===== config.mk =====
export PLATFORM = sky130hd
export DESIGN_NAME = aes_inv_key_schedule_flat
export DESIGN_NICKNAME = d
export VERILOG_FILES = /design/src/rtl/aes_inv_ks_pkg.sv /design/src/rtl/aes_inv_key_schedule_if.sv /design/src/rtl/aes_sbox.sv /design/src/rtl/aes_inv_key_schedule.sv /design/src/flat_wrapper.sv
export SDC_FILE = /design/constraint.sdc
export NUM_CORES = 1
export LEC_CHECK = 0
export BUFFER_PORTS_ARGS = -buffer_cell sky130_fd_sc_hd__buf_4
export CAP_MARGIN = 20
export CORE_ASPECT_RATIO = 0.7
export CORE_MARGIN = 8
export CORE_UTILIZATION = 29
export CTS_BUF_LIST = sky130_fd_sc_hd__clkbuf_8
export DETAILED_ROUTE_END_ITERATION = 10
export PLACE_DENSITY_LB_ADDON = 0.15
export REMOVE_ABC_BUFFERS = 1
export SYNTH_ARGS = -nofsm -noshare
export SYNTH_HDL_FRONTEND = slang
export SYNTH_HIERARCHICAL = 1
export SYNTH_SLANG_ARGS = --single-unit

===== constraint.sdc =====
create_clock -name clk -period 6.2 [get_ports clk]
set_input_delay 0.93 -clock clk [delete_from_list [all_inputs] [get_ports clk]]
set_output_delay 0.93 -clock clk [all_outputs]
set_load 0.02 [all_outputs]

===== src/rtl/aes_inv_ks_pkg.sv =====
// Shared types and constants for the AES-128 inverse key schedule.
package aes_inv_ks_pkg;

  typedef enum logic [2:0] {
    ST_IDLE,
    ST_LOAD,
    ST_EMIT,
    ST_CALC,
    ST_DONE
  } state_e;

  localparam int unsigned NUM_BYTES  = 16;
  localparam logic [3:0]  LAST_IDX   = 4'(NUM_BYTES - 1);
  localparam logic [3:0]  LAST_ROUND = 4'd10;

  // Round constant that was applied when producing round key r from r-1.
  function automatic logic [7:0] rcon(input logic [3:0] r);
    case (r)
      4'd1:    rcon = 8'h01;
      4'd2:    rcon = 8'h02;
      4'd3:    rcon = 8'h04;
      4'd4:    rcon = 8'h08;
      4'd5:    rcon = 8'h10;
      4'd6:    rcon = 8'h20;
      4'd7:    rcon = 8'h40;
      4'd8:    rcon = 8'h80;
      4'd9:    rcon = 8'h1b;
      4'd10:   rcon = 8'h36;
      default: rcon = 8'h00;
    endcase
  endfunction

endpackage


===== src/rtl/aes_inv_key_schedule_if.sv =====
// Load and round-key streaming handshakes of the inverse key schedule.
interface aes_inv_key_schedule_if;
  logic       start;
  logic [7:0] key_in;
  logic       key_valid;
  logic       key_ready;
  logic [7:0] rk_out;
  logic       rk_valid;
  logic       rk_ready;
  logic [3:0] rk_round;
  logic       rk_last;
  logic       done;
  logic       busy;

  modport master (
    output start, key_in, key_valid, rk_ready,
    input  key_ready, rk_out, rk_valid, rk_round, rk_last, done, busy
  );

  modport slave (
    input  start, key_in, key_valid, rk_ready,
    output key_ready, rk_out, rk_valid, rk_round, rk_last, done, busy
  );
endinterface


===== src/rtl/aes_sbox.sv =====
// Combinational forward AES S-box (table lookup).
module aes_sbox (
  input  logic [7:0] i_a,
  output logic [7:0] o_s
);

  localparam logic [7:0] SBOX [256] = '{
    8'h63, 8'h7c, 8'h77, 8'h7b, 8'hf2, 8'h6b, 8'h6f, 8'hc5, 8'h30, 8'h01, 8'h67, 8'h2b, 8'hfe, 8'hd7, 8'hab, 8'h76,
    8'hca, 8'h82, 8'hc9, 8'h7d, 8'hfa, 8'h59, 8'h47, 8'hf0, 8'had, 8'hd4, 8'ha2, 8'haf, 8'h9c, 8'ha4, 8'h72, 8'hc0,
    8'hb7, 8'hfd, 8'h93, 8'h26, 8'h36, 8'h3f, 8'hf7, 8'hcc, 8'h34, 8'ha5, 8'he5, 8'hf1, 8'h71, 8'hd8, 8'h31, 8'h15,
    8'h04, 8'hc7, 8'h23, 8'hc3, 8'h18, 8'h96, 8'h05, 8'h9a, 8'h07, 8'h12, 8'h80, 8'he2, 8'heb, 8'h27, 8'hb2, 8'h75,
    8'h09, 8'h83, 8'h2c, 8'h1a, 8'h1b, 8'h6e, 8'h5a, 8'ha0, 8'h52, 8'h3b, 8'hd6, 8'hb3, 8'h29, 8'he3, 8'h2f, 8'h84,
    8'h53, 8'hd1, 8'h00, 8'hed, 8'h20, 8'hfc, 8'hb1, 8'h5b, 8'h6a, 8'hcb, 8'hbe, 8'h39, 8'h4a, 8'h4c, 8'h58, 8'hcf,
    8'hd0, 8'hef, 8'haa, 8'hfb, 8'h43, 8'h4d, 8'h33, 8'h85, 8'h45, 8'hf9, 8'h02, 8'h7f, 8'h50, 8'h3c, 8'h9f, 8'ha8,
    8'h51, 8'ha3, 8'h40, 8'h8f, 8'h92, 8'h9d, 8'h38, 8'hf5, 8'hbc, 8'hb6, 8'hda, 8'h21, 8'h10, 8'hff, 8'hf3, 8'hd2,
    8'hcd, 8'h0c, 8'h13, 8'hec, 8'h5f, 8'h97, 8'h44, 8'h17, 8'hc4, 8'ha7, 8'h7e, 8'h3d, 8'h64, 8'h5d, 8'h19, 8'h73,
    8'h60, 8'h81, 8'h4f, 8'hdc, 8'h22, 8'h2a, 8'h90, 8'h88, 8'h46, 8'hee, 8'hb8, 8'h14, 8'hde, 8'h5e, 8'h0b, 8'hdb,
    8'he0, 8'h32, 8'h3a, 8'h0a, 8'h49, 8'h06, 8'h24, 8'h5c, 8'hc2, 8'hd3, 8'hac, 8'h62, 8'h91, 8'h95, 8'he4, 8'h79,
    8'he7, 8'hc8, 8'h37, 8'h6d, 8'h8d, 8'hd5, 8'h4e, 8'ha9, 8'h6c, 8'h56, 8'hf4, 8'hea, 8'h65, 8'h7a, 8'hae, 8'h08,
    8'hba, 8'h78, 8'h25, 8'h2e, 8'h1c, 8'ha6, 8'hb4, 8'hc6, 8'he8, 8'hdd, 8'h74, 8'h1f, 8'h4b, 8'hbd, 8'h8b, 8'h8a,
    8'h70, 8'h3e, 8'hb5, 8'h66, 8'h48, 8'h03, 8'hf6, 8'h0e, 8'h61, 8'h35, 8'h57, 8'hb9, 8'h86, 8'hc1, 8'h1d, 8'h9e,
    8'he1, 8'hf8, 8'h98, 8'h11, 8'h69, 8'hd9, 8'h8e, 8'h94, 8'h9b, 8'h1e, 8'h87, 8'he9, 8'hce, 8'h55, 8'h28, 8'hdf,
    8'h8c, 8'ha1, 8'h89, 8'h0d, 8'hbf, 8'he6, 8'h42, 8'h68, 8'h41, 8'h99, 8'h2d, 8'h0f, 8'hb0, 8'h54, 8'hbb, 8'h16
  };

  assign o_s = SBOX[i_a];

endmodule


===== src/rtl/aes_inv_key_schedule.sv =====
// AES-128 inverse key schedule: takes the round-10 key byte-serially and
// streams round keys 10 down to 0, regenerating each one in place with a
// single S-box over 16 cycles.
// Build option AES_INV_KS_ZEROIZE_EN: wipe the key register in DONE and
// drive rk_out to 0 whenever no round key is being presented.
module aes_inv_key_schedule
  import aes_inv_ks_pkg::*;
(
  input  logic                    clk,
  input  logic                    rst,
  aes_inv_key_schedule_if.slave   bus
);

  state_e           r_state;
  logic [3:0]       r_idx;
  logic [3:0]       r_round;
  logic [15:0][7:0] r_key;
  logic             r_key_ready;
  logic             r_rk_valid;
  logic [7:0]       r_rk_out;
  logic             r_rk_last;
  logic             r_done;
  logic             r_busy;

  logic [3:0]       w_pos;
  logic [7:0]       w_sbox_in;
  logic [7:0]       w_sbox_out;
  logic [7:0]       w_rcon;
  logic [7:0]       w_new_byte;
  logic             w_key_xfer;
  logic             w_rk_xfer;

  // CALC walks words 3,2,1,0 so every word update still sees the old lower word,
  // and word 0 sees the already-restored word 3 through RotWord.
  assign w_pos      = {~r_idx[3:2], r_idx[1:0]};
  assign w_sbox_in  = r_key[{2'b11, r_idx[1:0] + 2'd1}];
  assign w_rcon     = (r_idx[1:0] == 2'd0) ? rcon(r_round) : 8'h00;
  assign w_new_byte = (w_pos[3:2] == 2'b00) ? (r_key[w_pos] ^ w_sbox_out ^ w_rcon)
                                            : (r_key[w_pos] ^ r_key[w_pos - 4'd4]);
  assign w_key_xfer = r_key_ready & bus.key_valid;
  assign w_rk_xfer  = r_rk_valid & bus.rk_ready;

  aes_sbox u_sbox (
    .i_a (w_sbox_in),
    .o_s (w_sbox_out)
  );

  // Control FSM with registered handshake/status outputs and the key register.
  always_ff @(posedge clk or negedge rst) begin
    if (!rst) begin
      r_state     <= ST_IDLE;
      r_idx       <= '0;
      r_round     <= '0;
      r_key       <= '0;
      r_key_ready <= 1'b0;
      r_rk_valid  <= 1'b0;
      r_rk_out    <= '0;
      r_rk_last   <= 1'b0;
      r_done      <= 1'b0;
      r_busy      <= 1'b0;
    end else begin
      r_done <= 1'b0;
      case (r_state)
        ST_IDLE: begin
          if (bus.start) begin
            r_state     <= ST_LOAD;
            r_idx       <= '0;
            r_key_ready <= 1'b1;
            r_busy      <= 1'b1;
          end
        end
        ST_LOAD: begin
          if (w_key_xfer) begin
            r_key[r_idx] <= bus.key_in;
            r_idx        <= r_idx + 4'd1;
            if (r_idx == LAST_IDX) begin
              r_key_ready <= 1'b0;
              r_round     <= LAST_ROUND;
              r_state     <= ST_EMIT;
              r_rk_valid  <= 1'b1;
              r_rk_out    <= r_key[0];
              r_rk_last   <= 1'b0;
            end
          end
        end
        ST_EMIT: begin
          if (w_rk_xfer) begin
            r_idx <= r_idx + 4'd1;
            if (r_idx == LAST_IDX) begin
              r_rk_valid <= 1'b0;
              r_rk_last  <= 1'b0;
`ifdef AES_INV_KS_ZEROIZE_EN
              r_rk_out   <= '0;
`endif
              if (r_round == 4'd0) begin
                r_state <= ST_DONE;
                r_done  <= 1'b1;
              end else begin
                r_state <= ST_CALC;
              end
            end else begin
              r_rk_out  <= r_key[r_idx + 4'd1];
              r_rk_last <= (r_idx == LAST_IDX - 4'd1);
            end
          end
        end
        ST_CALC: begin
          r_key[w_pos] <= w_new_byte;
          r_idx        <= r_idx + 4'd1;
          if (r_idx == LAST_IDX) begin
            // byte 0 was rewritten at step 12, so it is final here
            r_round    <= r_round - 4'd1;
            r_state    <= ST_EMIT;
            r_rk_valid <= 1'b1;
            r_rk_out   <= r_key[0];
          end
        end
        ST_DONE: begin
          r_state <= ST_IDLE;
          r_busy  <= 1'b0;
`ifdef AES_INV_KS_ZEROIZE_EN
          r_key   <= '0;
`endif
        end
        default: r_state <= ST_IDLE;
      endcase
    end
  end

  assign bus.key_ready = r_key_ready;
  assign bus.rk_valid  = r_rk_valid;
  assign bus.rk_out    = r_rk_out;
  assign bus.rk_round  = r_round;
  assign bus.rk_last   = r_rk_last;
  assign bus.done      = r_done;
  assign bus.busy      = r_busy;

endmodule


===== src/flat_wrapper.sv =====
// flat-port wrapper written by rule: the top's interface ports become plain ports
module aes_inv_key_schedule_flat import aes_inv_ks_pkg::*;
  (clk, rst, bus_start, bus_key_in, bus_key_valid, bus_rk_ready, bus_key_ready, bus_rk_out, bus_rk_valid, bus_rk_round, bus_rk_last, bus_done, bus_busy);
  aes_inv_key_schedule_if bus_i ();
  input  logic clk;
  input  logic rst;
  input wire logic [$bits(bus_i.start)-1:0] bus_start;
  input wire logic [$bits(bus_i.key_in)-1:0] bus_key_in;
  input wire logic [$bits(bus_i.key_valid)-1:0] bus_key_valid;
  input wire logic [$bits(bus_i.rk_ready)-1:0] bus_rk_ready;
  output wire logic [$bits(bus_i.key_ready)-1:0] bus_key_ready;
  output wire logic [$bits(bus_i.rk_out)-1:0] bus_rk_out;
  output wire logic [$bits(bus_i.rk_valid)-1:0] bus_rk_valid;
  output wire logic [$bits(bus_i.rk_round)-1:0] bus_rk_round;
  output wire logic [$bits(bus_i.rk_last)-1:0] bus_rk_last;
  output wire logic [$bits(bus_i.done)-1:0] bus_done;
  output wire logic [$bits(bus_i.busy)-1:0] bus_busy;
  assign bus_i.start = bus_start;
  assign bus_i.key_in = bus_key_in;
  assign bus_i.key_valid = bus_key_valid;
  assign bus_i.rk_ready = bus_rk_ready;
  assign bus_key_ready = bus_i.key_ready;
  assign bus_rk_out = bus_i.rk_out;
  assign bus_rk_valid = bus_i.rk_valid;
  assign bus_rk_round = bus_i.rk_round;
  assign bus_rk_last = bus_i.rk_last;
  assign bus_done = bus_i.done;
  assign bus_busy = bus_i.busy;
  aes_inv_key_schedule u_core (.clk(clk), .rst(rst), .bus(bus_i));
endmodule

Word level (Yosys, flattened, before mapping)
Memory sizes are Yosys's and may differ from the RTL's.
Cells that the tools add are included.
{"block": "totals", "rom_bits": 2176, "reg_bits": 152, "memories": 2, "word_cells": 136, "inputBits": 13, "out_inout_bits": 17}
{"name": "(no name shown)", "depth": 256, "word_bits": 8, "rd": 1, "rd_ports_with_merged_regs": 0, "write_ports": 0, "line": "aes_sbox.sv:26", "rtl": "assign o_s = SBOX[i_a];"}
{"name": "(no name shown)", "depth": 16, "word_bits": 8, "rd": 1, "rd_ports_with_merged_regs": 0, "write_ports": 0, "line": "aes_inv_ks_pkg.sv:18", "rtl": "case (r)"}
{"block": "classes", "bitwise": 7, "order_cmp": 8, "n_reduce_logical": 21, "n_addsub": 4, "n_mux": 56, "n_eq_ne": 13}
{"operator": "128-bit bitwise mux", "count": 2}
{"operator": "128-bit one-hot mux with 2 select lines", "count": 1}
{"operator": "128-bit two-way mux", "count": 1}
{"operator": "8-bit two-way mux", "count": 14}
{"operator": "8-bit binary-select mux with 4-bit select", "count": 3}
{"operator": "8-bit demux with 4-bit select", "count": 2}
{"operator": "4-bit AND reduction", "count": 7}
{"operator": "4-bit by 5-bit less-than comparator with 1-bit output, second input constant", "count": 5}
{"operator": "4-bit two-way mux", "count": 6}
{"operator": "8-bit one-hot mux with 3 select lines", "count": 1}
{"operator": "8-bit XOR", "count": 3}
{"operator": "3-bit two-way mux", "count": 6}
{"operator": "8-bit binary-select mux with 2-bit select", "count": 1}
{"operator": "4-bit one-hot mux with 4 select lines", "count": 1}
{"operator": "1-bit two-way mux", "count": 12}
{"operator": "3-bit one-hot mux with 4 select lines", "count": 1}
{"operator": "2-bit by 1-bit != test with 1-bit output, second input constant", "count": 5}
{"operator": "9-bit >= comparator, second input constant", "count": 1}
{"operator": "8-bit inverter with 9-bit output", "count": 1}
{"operator": "4-bit equality test, second input constant", "count": 2}
{"operator": "4-bit by 1-bit >= comparator with 1-bit output, second input constant", "count": 2}
{"operator": "4-bit one-hot mux with 2 select lines", "count": 1}
{"operator": "2-bit nonzero test", "count": 4}
{"operator": "3-bit by 2-bit equality test with 1-bit output, second input constant", "count": 2}
{"operator": "18 further kinds", "count": 25}

Logic depth before layout (Yosys ltp)
{"block": "depth", "word_depth": 12, "ltp_mapped": 24, "depth_no_buf": 15}

By module
Netlist, hierarchy kept.
{"mod": "aes_inv_key_schedule", "instances": 1, "cells_each": 942, "area_per_inst_um2": 9865.7}
{"mod": "aes_sbox", "instances": 1, "cells_each": 532, "area_per_inst_um2": 3216.8}

Worst setup path before layout
No wires, ideal clock.
{"block": "synth_timing", "path_kind": "register -> register", "from": "register u_core.r_idx[0]", "to": "register u_core/r_key[25] (netlist bit)", "slack_ns": 0.957, "arrival_ns": 5.117, "t_required_ns": 6.074, "stages_incl_launch_ff": 23, "period_less_slack_ns": 5.243, "path_cell_list": "dfrtp_1 > buf_4 > buf_6 > inv_1 > buf_4 > ha_1 > buf_2 > mux4_2 > buf_2 > buf_2 > inv_1 > ha_1 > or2_2 > buf_2 > nand2_1 > mux4_2 > a22o_1 > a311oi_1 > xnor2_1 > a221o_1 > xor2_2 > buf_4 > a221o_1"}
{"block": "synth_between", "elab_chain_cells": 12, "word_cells_on_any_way": 32}
{"element": "from (decl)", "line": "aes_inv_key_schedule.sv:15", "rtl": "logic [3:0] r_idx;"}
{"element": "from (signal assigned)", "line": "aes_inv_key_schedule.sv:75", "rtl": "r_idx <= r_idx + 4'd1;"}
{"element": "from (signal assigned)", "line": "aes_inv_key_schedule.sv:88", "rtl": "r_idx <= r_idx + 4'd1;"}
{"element": "from (signal assigned)", "line": "aes_inv_key_schedule.sv:109", "rtl": "r_idx <= r_idx + 4'd1;"}
{"element": "2-bit by 1-bit adder with 2-bit output", "line": "aes_inv_key_schedule.sv:36", "rtl": "assign w_sbox_in = r_key[{2'b11, r_idx[1:0] + 2'd1}];"}
{"element": "8-bit binary-select mux with 2-bit select", "line": "aes_inv_key_schedule.sv:36"}
{"element": "8-bit two-way mux (not written as such)", "line": "aes_inv_key_schedule.sv:36"}
{"element": "via u_core.w_sbox_in[0]", "line": "aes_inv_key_schedule.sv:26", "rtl": "logic [7:0] w_sbox_in;"}
{"element": "8-bit inverter with 9-bit output (not written as such)", "line": "aes_sbox.sv:26"}
{"element": "memory read 256 x 8 bit"}
{"element": "8-bit two-way mux (not written as such) (2 in series)", "line": "aes_sbox.sv:26"}
{"element": "via u_core.w_sbox_out[1]", "line": "aes_inv_key_schedule.sv:27", "rtl": "logic [7:0] w_sbox_out;"}
{"element": "8-bit XOR (2 in series)", "line": "aes_inv_key_schedule.sv:38", "rtl": "assign w_new_byte = (w_pos[3:2] == 2'b00) ? (r_key[w_pos] ^ w_sbox_out ^ w_rcon)"}
{"element": "8-bit two-way mux", "line": "aes_inv_key_schedule.sv:38"}
{"element": "128-bit bitwise mux", "line": "aes_inv_key_schedule.sv:108", "rtl": "r_key[w_pos] <= w_new_byte;"}
{"element": "128-bit one-hot mux with 2 select lines", "line": "aes_inv_key_schedule.sv:63", "rtl": "case (r_state)"}
{"element": "to (signal, indexed assignment)", "line": "aes_inv_key_schedule.sv:74", "rtl": "r_key[r_idx] <= bus.key_in;"}
{"element": "to (signal, indexed assignment)", "line": "aes_inv_key_schedule.sv:108"}
{"element": "to (decl)", "line": "aes_inv_key_schedule.sv:17", "rtl": "logic [15:0][7:0] r_key;"}
The timed path passes the listed nets, and every way through them passes these cells. The select of a mux whose other input is x is not followed.
A chain may end at the register's enable or synchronous reset.

Worst setup path in the final report
{"block": "layout_timing", "from": "register u_core.r_idx[0]", "to": "register u_core/r_key[104] (netlist bit)"}
The elaborated chain is that of the path after synthesis.

==> results.sh <==
export IMPL_outcome="finished clean"
export IMPL_root_buffer="clkbuf_8"
export IMPL_cts_buffer_depth=2
export IMPL_rsz0062_at_grt="no"
export IMPL_wire_per_inst_um=30.9
export IMPL_post_cts_setup_buffer_count=0
export IMPL_placementRows=65
export IMPL_dp_hpwl_um=44700
export IMPL_slew_viol_final=0
export IMPL_synth_distinct_cells=70
export IMPL_startpoint_type="register"
export IMPL_fillCellCount=4695
export IMPL_arrival_ns=6.39
export IMPL_initial_core_util_pct=29.2
export IMPL_path_cells="inv_1, ha_2, mux4_2, inv_1, ha_1, buf_4, nor2b_1, nor2_1, a31oi_1, mux4_2, o221ai_1, o311a_1, xor2_1, a221o_1, xor2_2, a221o_1"
export IMPL_cts_sinks=152
export IMPL_drt_initial_drc_count=2538
export IMPL_die_w_um=270
export IMPL_fin_crit_ns=5.96
export IMPL_drc_errors=0
export IMPL_vias=13400
export IMPL_cts_resized=0
export IMPL_yosysMostFrequentCell="nor2_1"
export IMPL_yosys_warnings=6
export IMPL_cp_slowest_cell="xor2_2"
export IMPL_setup_viol_count_final=0
export IMPL_crit_path_end_kind="register"
export IMPL_worst_path_buf_inv=3
export IMPL_die_height_um=194
export IMPL_yosys_top_cells_count="178 x nor2_1, 152 x dfrtp_1, 135 x a221o_1"
export IMPL_postPlaceCellArea_mm2=0.0138
export IMPL_fin_area_mm2=0.0142
export IMPL_io_pins=30
export IMPL_nNetsFinal=1462
export IMPL_grt_pass1_wl_um=92100
export IMPL_cts_inserted_buffers=17
export IMPL_place_congestion=1.03
export IMPL_cp_top_family="compound AO/OA/AOI/OAI gates"
export IMPL_synth_top_area_share_pct=29.1
export IMPL_whs_ns=0.506
export IMPL_drive_above_1_share_pct=14.4
export IMPL_maxCapViolCount=0
export IMPL_clock_skew_ns=0.0114
export IMPL_cpPeakStageDelay_ns=0.87
export IMPL_track_usage_pct=23.2
export IMPL_postSynthAreaPerCell_um2=8.88
export IMPL_area_growth_pct=8.45
export IMPL_synthesis_area_mm2=0.0131
export IMPL_grt_antenna_before_repair=3
export IMPL_critical_path_class="reg2reg"
export IMPL_cts_tree="done"
export IMPL_yosys_area_top_type="dfrtp_1"
export IMPL_htreeDepth=4
export IMPL_synthArstFlopShare_pct=100
export IMPL_ys_top_cells_by_area="dfrtp_1 29%, a221o_1 10%, mux4_2 9.3%"
export IMPL_portBuffers=29
export IMPL_synth_ff_type="dfrtp_1"
export IMPL_grt_pass1_vias=12700
export IMPL_hp_class="in2async"
export IMPL_antenna_left=0
export IMPL_worstReg2RegStart="u_core/r_idx[0]"
export IMPL_synth_edff_count=0
export IMPL_cp_max_fo=16
export IMPL_setup_tns_ns=0
export IMPL_wirelength_um=63000
export IMPL_postSynthCellCount=1474
export IMPL_clk_latency_ns=0.50
export IMPL_hold_viol_final=0
export IMPL_yosys_register_bits=152
export IMPL_crit_path_start="u_core/r_idx[0]"
export IMPL_grt_max_degree=96
export IMPL_drtPass1Iterations=7
export IMPL_drt_vias_per_instance=6.60
export IMPL_max_freq_ghz=0.168
export IMPL_synth_seq_area_share_pct=29.1
export IMPL_relSlewSlack_pct=27.7
export IMPL_grt_ovfl_total=0
export IMPL_fp_dieArea_mm2=0.0523
export IMPL_post_route_util_pct=31.7
export IMPL_period_share_pct=96.2
export IMPL_clk_pin_slew_worst_paths_ns=0.09
export IMPL_hold_buffers=0
export IMPL_crit_required_ns=6.63
export IMPL_core_mm2=0.0448
export IMPL_worst_pin_slew_ns=1.08
## cell families after synthesis
logic type,after synthesis,share of synthesized area [%]
xor gates and xnor gates,19,1.67
DFF,152,29.1
AOI/OAI and AO/OA,464,27.4
and+or+nand+nor,519,18.5
adders and majority gates,28,2.68
buffers and inverters,169,6.01
muxes,123,14.7
## flip-flops by register name, summed over array words and instances (netlist names)
signal                cells
u_core/bus.busy           1
u_core/bus.done           1
u_core/bus.key_ready      1
u_core/bus.rk_last        1
u_core/bus.rk_out         8
u_core/bus.rk_round       4
u_core/bus.rk_valid       1
u_core/r_idx              4
u_core/r_key            128
u_core/r_state            3
## path summary, 6_finish.rpt
check                                     end  slack [ns]  cells after the start
setup / recovery            u_core/r_key[104]        0.24                     16
hold / removal                u_core/bus.busy        0.51                      1
setup reg to reg            u_core/r_key[104]        0.24                     16
hold reg to reg            u_core/bus.rk_last        0.53                      2
max in group asynchronous    u_core/r_key[91]        4.29                      2
min in group clk           u_core/bus.rk_last        0.53                      2
## per-stage QoR
| step | setup WS, ns | cells |
|---|---|---|
| after floorplan | -3.04 | 1322 |
| after global placement | 0.385 | 2001 |
| after detailed placement | 0.470 | 2005 |
| after CTS | 0.426 | 2037 |
| after global routing | 0.0802 | 2038 |
| final | 0.238 | 2038 |
## metal layers
layer / wire, µm / vias up / global-route usage [%]
li1: - / 5585 / -
met4: 1360 / 2 / 4.78
met1: 29300 / 6757 / 36.0
met2: 23300 / 961 / 29.0
met5: 12 / - / 0.469
met3: 8970 / 136 / 9.07
## area by class of cell
cell class              count  area, µm²  area share, %
diodes                      1       2.50         0.0176
clock buffers              18        248           1.75
clock inverters            14        126          0.891
inverters                  17       63.8          0.450
multi-input cells        1153       8510           60.0
flip-flops and latches    152       3810           26.8
well taps                 603        754           5.32
repair buffers             80        672           4.74
## cell usage in the layout, fill, tap and decap left out, drive strengths merged, types with 5 or more instances in the layout
cell type	Yosys	routed
nor2	178	178
dfrtp	152	152
a221o	135	135
nand2	117	117
a21oi	89	89
buf	89	80
mux2i	59	59
o21ai	59	59
nand3	58	58
mux4	54	54
nor3	33	33
a31oi	32	32
nand2b	31	31
and3	28	28
ha	28	28
nor2b	26	26
o211ai	21	21
a22oi	20	20
and2	20	20
clkbuf	63	18
inv	15	17
a211oi	14	14
a311oi	12	12
o311ai	12	12
xor2	12	12
clkinv	2	11
mux2	10	10
o31ai	10	10
a221oi	10	10
a32o	7	7
xnor2	7	7
or2	6	6
o221ai	5	5
a2111oi	5	5
Power is not shown: default switching activity piles up to over one toggle a cycle in this logic, so the estimate is an artifact.
